===== config.mk =====
export PLATFORM = sky130hd
export DESIGN_NAME = vga_sync_gen_flat
export DESIGN_NICKNAME = d
export VERILOG_FILES = /design/src/rtl/vga_timing_pkg.sv /design/src/rtl/vga_sync_gen_if.sv /design/src/rtl/vga_sync_gen_div.sv /design/src/rtl/vga_sync_gen.sv /design/src/flat_wrapper.sv
export SDC_FILE = /design/constraint.sdc
export NUM_CORES = 1
export LEC_CHECK = 0
export CORE_UTILIZATION = 44
export CTS_BUF_LIST = sky130_fd_sc_hd__clkbuf_4 sky130_fd_sc_hd__clkbuf_8 sky130_fd_sc_hd__clkbuf_16
export DETAILED_ROUTE_END_ITERATION = 6
export GPL_ROUTABILITY_DRIVEN = 1
export GPL_TIMING_DRIVEN = 0
export HOLD_SLACK_MARGIN = 0.05
export PLACE_DENSITY_LB_ADDON = 0.3
export SYNTH_ARGS = -nofsm -noshare
export SYNTH_HDL_FRONTEND = slang
export SYNTH_SLANG_ARGS = --single-unit

===== constraint.sdc =====
create_clock -name clk -period 2.8 [get_ports clk]
set_clock_uncertainty 0.15 [all_clocks]
set_input_delay 0.84 -clock clk [delete_from_list [all_inputs] [get_ports clk]]
set_output_delay 0.84 -clock clk [all_outputs]
set_load 0.01 [all_outputs]

===== src/rtl/vga_timing_pkg.sv =====
// Shared 640x480@60 raster timing constants, coordinate/colour types and a
// window-decode helper used by the VGA sync generator.
package vga_timing_pkg;

  localparam int COORD_W = 10;
  localparam int COLOR_W = 10;

  localparam int H_DISPLAY_DEF = 640;
  localparam int H_FRONT_DEF   = 16;
  localparam int H_SYNC_DEF    = 96;
  localparam int H_BACK_DEF    = 48;
  localparam int V_DISPLAY_DEF = 480;
  localparam int V_FRONT_DEF   = 10;
  localparam int V_SYNC_DEF    = 2;
  localparam int V_BACK_DEF    = 33;

  localparam int H_TOTAL  = H_DISPLAY_DEF + H_FRONT_DEF + H_SYNC_DEF + H_BACK_DEF;
  localparam int V_TOTAL  = V_DISPLAY_DEF + V_FRONT_DEF + V_SYNC_DEF + V_BACK_DEF;
  localparam int HS_START = H_DISPLAY_DEF + H_FRONT_DEF;
  localparam int HS_END   = HS_START + H_SYNC_DEF;
  localparam int VS_START = V_DISPLAY_DEF + V_FRONT_DEF;
  localparam int VS_END   = VS_START + V_SYNC_DEF;

  typedef logic [COORD_W-1:0] coord_t;
  typedef logic [COLOR_W-1:0] color_t;

  // Half-open window test lo <= v < hi on an unsigned coordinate.
  function automatic logic in_span(input coord_t v, input int lo, input int hi);
    return (int'(v) >= lo) && (int'(v) < hi);
  endfunction

endpackage


===== src/rtl/vga_sync_gen_if.sv =====
// Bundle between the sync generator (master) and the renderer/display side (slave).
interface vga_sync_gen_if;
  import vga_timing_pkg::*;

  color_t red_in;
  color_t green_in;
  color_t blue_in;
  coord_t x;
  coord_t y;
  logic   pixel_tick;
  logic   frame_tick;
  logic   hsync;
  logic   vsync;
  logic   video_on;
  color_t vga_r;
  color_t vga_g;
  color_t vga_b;

  modport master (
    input  red_in, green_in, blue_in,
    output x, y, pixel_tick, frame_tick, hsync, vsync, video_on,
           vga_r, vga_g, vga_b
  );

  modport slave (
    output red_in, green_in, blue_in,
    input  x, y, pixel_tick, frame_tick, hsync, vsync, video_on,
           vga_r, vga_g, vga_b
  );
endinterface


===== src/rtl/vga_sync_gen_div.sv =====
// Board-clock to pixel-rate divider: registered one-clock pixel_tick every
// CLK_DIV clocks (continuously high when CLK_DIV is 1).
module pixel_tick_div #(
  parameter int CLK_DIV = 2
) (
  input  logic clk,
  input  logic reset,
  output logic pixel_tick_o
);

  localparam logic [2:0] DIV_MAX = 3'(CLK_DIV - 1);

  logic [2:0] div_q, div_d;
  logic       tick_q, tick_d;

  always_comb begin
    div_d  = (div_q == DIV_MAX) ? 3'd0 : div_q + 3'd1;
    tick_d = (div_q == DIV_MAX);
  end

  always_ff @(posedge clk or posedge reset) begin
    if (reset) begin
      div_q  <= 3'd0;
      tick_q <= 1'b0;
    end else begin
      div_q  <= div_d;
      tick_q <= tick_d;
    end
  end

  assign pixel_tick_o = tick_q;

endmodule


===== src/rtl/vga_sync_gen.sv =====
// VGA raster timing: x/y scan counters, sync/active decode and a one-pixel
// output register that blanks and aligns the renderer's colour with the syncs.
module vga_sync_gen
  import vga_timing_pkg::*;
#(
  parameter int CLK_DIV   = 2,
  parameter int H_DISPLAY = H_DISPLAY_DEF,
  parameter int H_FRONT   = H_FRONT_DEF,
  parameter int H_SYNC    = H_SYNC_DEF,
  parameter int H_BACK    = H_BACK_DEF,
  parameter int V_DISPLAY = V_DISPLAY_DEF,
  parameter int V_FRONT   = V_FRONT_DEF,
  parameter int V_SYNC    = V_SYNC_DEF,
  parameter int V_BACK    = V_BACK_DEF,
  parameter bit SYNC_POL  = 1'b0
) (
  input  logic           clk,
  input  logic           reset,
  vga_sync_gen_if.master bus
);

  localparam int HT  = H_DISPLAY + H_FRONT + H_SYNC + H_BACK;
  localparam int VT  = V_DISPLAY + V_FRONT + V_SYNC + V_BACK;
  localparam int HSS = H_DISPLAY + H_FRONT;
  localparam int HSE = HSS + H_SYNC;
  localparam int VSS = V_DISPLAY + V_FRONT;
  localparam int VSE = VSS + V_SYNC;

  localparam coord_t H_LAST = coord_t'(HT - 1);
  localparam coord_t V_LAST = coord_t'(VT - 1);

  logic pixel_tick;

  pixel_tick_div #(.CLK_DIV(CLK_DIV)) u_div (
    .clk          (clk),
    .reset        (reset),
    .pixel_tick_o (pixel_tick)
  );

  coord_t x_q, x_d, y_q, y_d;
  logic   hsync_q, hsync_d, vsync_q, vsync_d, von_q, von_d;
  color_t r_q, r_d, g_q, g_d, b_q, b_d;
  logic   end_line, end_frame, act;

  always_comb begin
    end_line  = (x_q == H_LAST);
    end_frame = end_line && (y_q == V_LAST);
    act       = in_span(x_q, 0, H_DISPLAY) && in_span(y_q, 0, V_DISPLAY);

    x_d     = x_q;
    y_d     = y_q;
    hsync_d = hsync_q;
    vsync_d = vsync_q;
    von_d   = von_q;
    r_d     = r_q;
    g_d     = g_q;
    b_d     = b_q;

    // Everything advances on the pixel enable; the output register decodes
    // the coordinate being left, so it trails x/y by exactly one pixel.
    if (pixel_tick) begin
      x_d     = end_line ? '0 : x_q + coord_t'(1);
      y_d     = end_frame ? '0 : (end_line ? y_q + coord_t'(1) : y_q);
      hsync_d = in_span(x_q, HSS, HSE) ? SYNC_POL : ~SYNC_POL;
      vsync_d = in_span(y_q, VSS, VSE) ? SYNC_POL : ~SYNC_POL;
      von_d   = act;
      r_d     = act ? bus.red_in   : '0;
      g_d     = act ? bus.green_in : '0;
      b_d     = act ? bus.blue_in  : '0;
    end
  end

  always_ff @(posedge clk or posedge reset) begin
    if (reset) begin
      x_q     <= '0;
      y_q     <= '0;
      hsync_q <= ~SYNC_POL;
      vsync_q <= ~SYNC_POL;
      von_q   <= 1'b0;
      r_q     <= '0;
      g_q     <= '0;
      b_q     <= '0;
    end else begin
      x_q     <= x_d;
      y_q     <= y_d;
      hsync_q <= hsync_d;
      vsync_q <= vsync_d;
      von_q   <= von_d;
      r_q     <= r_d;
      g_q     <= g_d;
      b_q     <= b_d;
    end
  end

  assign bus.x          = x_q;
  assign bus.y          = y_q;
  assign bus.pixel_tick = pixel_tick;
  assign bus.frame_tick = pixel_tick && end_frame;
  assign bus.hsync      = hsync_q;
  assign bus.vsync      = vsync_q;
  assign bus.video_on   = von_q;
  assign bus.vga_r      = r_q;
  assign bus.vga_g      = g_q;
  assign bus.vga_b      = b_q;

endmodule

===== src/flat_wrapper.sv =====
// flat-port wrapper written by rule: the top's interface ports become plain ports
module vga_sync_gen_flat import vga_timing_pkg::*;
#(
  parameter int CLK_DIV   = 2,
  parameter int H_DISPLAY = H_DISPLAY_DEF,
  parameter int H_FRONT   = H_FRONT_DEF,
  parameter int H_SYNC    = H_SYNC_DEF,
  parameter int H_BACK    = H_BACK_DEF,
  parameter int V_DISPLAY = V_DISPLAY_DEF,
  parameter int V_FRONT   = V_FRONT_DEF,
  parameter int V_SYNC    = V_SYNC_DEF,
  parameter int V_BACK    = V_BACK_DEF,
  parameter bit SYNC_POL  = 1'b0
)
  (clk, reset, bus_red_in, bus_green_in, bus_blue_in, bus_x, bus_y, bus_pixel_tick, bus_frame_tick, bus_hsync, bus_vsync, bus_video_on, bus_vga_r, bus_vga_g, bus_vga_b);
  vga_sync_gen_if bus_i ();
  input  logic clk;
  input  logic reset;
  input wire logic [$bits(bus_i.red_in)-1:0] bus_red_in;
  input wire logic [$bits(bus_i.green_in)-1:0] bus_green_in;
  input wire logic [$bits(bus_i.blue_in)-1:0] bus_blue_in;
  output wire logic [$bits(bus_i.x)-1:0] bus_x;
  output wire logic [$bits(bus_i.y)-1:0] bus_y;
  output wire logic [$bits(bus_i.pixel_tick)-1:0] bus_pixel_tick;
  output wire logic [$bits(bus_i.frame_tick)-1:0] bus_frame_tick;
  output wire logic [$bits(bus_i.hsync)-1:0] bus_hsync;
  output wire logic [$bits(bus_i.vsync)-1:0] bus_vsync;
  output wire logic [$bits(bus_i.video_on)-1:0] bus_video_on;
  output wire logic [$bits(bus_i.vga_r)-1:0] bus_vga_r;
  output wire logic [$bits(bus_i.vga_g)-1:0] bus_vga_g;
  output wire logic [$bits(bus_i.vga_b)-1:0] bus_vga_b;
  assign bus_i.red_in = bus_red_in;
  assign bus_i.green_in = bus_green_in;
  assign bus_i.blue_in = bus_blue_in;
  assign bus_x = bus_i.x;
  assign bus_y = bus_i.y;
  assign bus_pixel_tick = bus_i.pixel_tick;
  assign bus_frame_tick = bus_i.frame_tick;
  assign bus_hsync = bus_i.hsync;
  assign bus_vsync = bus_i.vsync;
  assign bus_video_on = bus_i.video_on;
  assign bus_vga_r = bus_i.vga_r;
  assign bus_vga_g = bus_i.vga_g;
  assign bus_vga_b = bus_i.vga_b;
  vga_sync_gen #(.CLK_DIV(CLK_DIV), .H_DISPLAY(H_DISPLAY), .H_FRONT(H_FRONT), .H_SYNC(H_SYNC), .H_BACK(H_BACK), .V_DISPLAY(V_DISPLAY), .V_FRONT(V_FRONT), .V_SYNC(V_SYNC), .V_BACK(V_BACK), .SYNC_POL(SYNC_POL)) u_core (.clk(clk), .reset(reset), .bus(bus_i));
endmodule

==> run_results.csv <==
group,metric,value,unit
run_status,status,"finished, final reports clean",
sta,rsz0062_at_grt,"false",
worst_setup_path,r2r_start,"u_core.bus.x[0]",
synth,synthCells,199,
layout,fin_util,70.80,%
synth,synth_top_cells_by_area,"dfrtp_1, a22o_1, xnor2_1, dfstp_2, ha_1",
synth,yosys_warnings,0,
power_and_ir_drop,leakage,1.566,nW
place,portBuffers,86,
clocking,clock_latency,0.33,ns
worst_setup_path,cpPeakStageDelay,0.37,ns
synth,ys_ff_latch,57,
synth,post_synth.cell_area_avg,12.08,sq um
floorplan,fp.dieW,75.93,um
detailed_routing,detail_route.iter0.violations,101,
place,dpl.cell_count,356,
synth,synth_common_cells,"dfrtp_1, a22o_1, inv_1, nand2_1",
synth,ys_types,36,
detailed_routing,vias,1951,
sta,hold_viol,0,
detailed_routing,antenna_left,0,
global_routing,grt-ovfl-total,0,
clocking,holdBufCountCts,0,
synth,synthesis.area,2405,sq um
floorplan,die_y,75.93,um
worst_setup_path,crit_chain,"ha_1 > and4_1 > buf_4 > nand4_1 > nor2_1 > clkbuf_2",
sta,slew_viol_final,0,
clocking,cts.sinks,57,
clocking,htreeDepth,3,
sta,slew_headroom,59.34,%
floorplan,fp-row-count,26,
synth,synth_top_area_share,57.23,%
synth,syn_nets,235,
synth,synth_most_common_cell,"dfrtp_1",
sta,period_needed,2.646,ns
worst_setup_path,critPathTopFamily,"simple AND/OR/NAND/NOR gates",
hold_path,hold_end,"u_core.bus.video_on",
detailed_routing,drtPass1Iterations,4,
hold_path,min_path_type,"register to register",
worst_setup_path,worstReg2RegEnd,"u_core.bus.y[1]",
detailed_routing,viasPerCell,5.148,
synth,ys.flop_type,"dfrtp_1",
sta,fin_ws,0.1544,ns
floorplan,die_area,5765,sq um
sta,fmax,0.3780,GHz
clocking,cts_made_buffers,9,
flow_run,cap_violations,0,
floorplan,core-area,5172,sq um
global_routing,antenna_found_initial,0,
layout,drive_gt1_share,13.27,%
floorplan,io_pins,87,
worst_setup_path,crit_type,"register to output pin",
clocking,path_clk_slew,0.07,ns
sta,finalSetupTns,0,ns
place,dpl_worst_slack,-0.07786,ns
worst_setup_path,r2r_cells,8,
place,dp_hpwl,3.953,mm
clocking,cts_tree,"built",
sta,fin_crit_sh,94.49,%
global_routing,grt_pass1_vias,1921,
floorplan,start_util,46.49,%
global_routing,grt_pass1_wl,9.453,mm
layout,nNetsFinal,340,
worst_setup_path,worstSetupEndpointType,"output pin",
layout,area_delta_synth_final,52.29,%
synth,async_flop_share,100.0,%
layout,fin_cells,379,
worst_setup_path,crit_fanout,6,
worst_setup_path,worstPathArrival,1.66,ns
sta,worstMarginPinSlew,0.6091,ns
synth,synth_top_cell_by_area,"dfrtp_1",
detailed_routing,drc,0,
power_and_ir_drop,max-vdd-ir-drop,0.0004408,V
worst_setup_path,cp_data_required_time,1.81,ns
layout,antennaDiodeCount,0,
synth,synth_edf_count,0,
synth,synth_seq_area_share,59.42,%
place,place.gp.congestion,0.8378,
layout,fillers,372,
hold_path,hold_depth,1,
worst_setup_path,startpoint_type,"register",
global_routing,grt_max_degree,31,
clocking,cts_max_path_buffers,2,
detailed_routing,wire_per_inst,15.09,um
sta,finalSetupViolations,0,
worst_setup_path,reg2reg_slack,0.91,ns
worst_setup_path,crit_buf_inv,2,
power_and_ir_drop,power.density,517.0,nW/um^2
clocking,cts_root_buf,"clkbuf_8",
power_and_ir_drop,finalPower,1.893,mW
worst_setup_path,critPathSlowestCell,"dfrtp_2",
hold_path,min-delay-start,"u_core.bus.video_on",
global_routing,grt_usage,21.09,%
detailed_routing,wl,5.720,mm
==> metrics by stage <==
stage          hold WS, ns  instance area (sq um)
3_3_place_gp        0.3051                   3353
2_1_floorplan       0.2801                   2405
4_1_cts             0.3335                   3631
3_5_place_dp        0.3140                   3373
6_report            0.3287                   3662
5_1_grt             0.3374                   3662
==> power breakdown <==
group          leakage [nW]  switching [mW]  internal [mW]  total, mW
Combinational         0.755          0.0492         0.0953      0.144
Clock                 0.112           0.332          0.560      0.892
Sequential            0.699          0.0115          0.846      0.857
==> worst max path at each step <==
stage | cells past startpoint | to | slack [ns] | from
after floorplan | 1 | u_core.bus.vga_b[0] | 0.41 | reset
after global placement | 2 | u_core.bus.x[3] | -0.63 | reset
after detailed placement | 6 | bus_frame_tick | -0.08 | u_core.bus.y[1]
after CTS | 6 | bus_frame_tick | 0.01 | u_core.bus.y[0]
after global routing | 6 | bus_frame_tick | 0.05 | u_core.bus.x[0]
final | 6 | bus_frame_tick | 0.15 | u_core.bus.x[0]
==> cells by family (layout without fill, tap and decap cells) <==
kind of cell,count (synthesis),count (layout),share of synthesized area (%)
flip-flops,57,57,59.42
AND/OR/NAND/NOR,54,54,12.64
AO/OA/AOI/OAI,47,47,14.98
buffers and inverters,22,132,5.202
XOR/XNOR,11,11,4.007
adder cells (fa/ha/maj),4,4,2.081
multiplexers,4,4,1.665
==> state kept, by name, indices dropped and copies added, names as in the netlist, 3 cells and up <==
signal	flops
u_core.bus.y	10
u_core.bus.vga_b	10
u_core.bus.vga_r	10
u_core.bus.x	10
u_core.bus.vga_g	10
u_core.u_div.div_q	3
==> per-layer routing <==
| layer | share of wire [%] | track usage (%) |
|---|---|---|
| met4 | 2.2 | 10.00 |
| met5 | 0 | 0 |
| met3 | 4.5 | 5.422 |
| met2 | 48 | 33.73 |
| met1 | 45 | 26.81 |
==> worst reg2reg max path, delay by kind of cell, from the launching register on <==
family / cells / cell delay (ns)
AO/OA/AOI/OAI: 1 / 0.07
adder cells (fa/ha/maj): 1 / 0.20
buffers and inverters: 3 / 0.47
flip-flops: 1 / 0.41
AND/OR/NAND/NOR: 3 / 0.45
==> placed cells by master, fill, tap and decap left out, types with 7 or more instances in the layout <==
master	count
clkbuf_8	11
dfrtp_1	54
nand2_1	10
nor2_1	8
nand3_1	8
clkdlybuf4s50_1	85
buf_4	10
nand4_1	8
a22o_1	30
inv_1	7
xnor2_1	8
==> timing repair <==
| item | CTS | global route |
|---|---|---|
| resized for setup | 3 | 4 |
| setup buffers | 3 | 4 |
| pin swaps | 1 | 2 |
| gates cloned | 0 | 0 |
| setup endpoints to repair | 1 | 1 |
==> final cells by class <==
class | count | area [sq um] | area share, %
Inverter | 10 | 37.54 | 1.025
Clock inverter | 4 | 75.07 | 2.050
Sequential cell | 57 | 1430 | 39.05
Timing Repair Buffer | 94 | 928.4 | 25.35
Buffer | 12 | 87.58 | 2.392
Clock buffer | 12 | 158.9 | 4.339
Multi-Input combinational cell | 120 | 857.1 | 23.40
Tap cell | 70 | 87.58 | 2.392
Power figures use the tool's default switching activity.
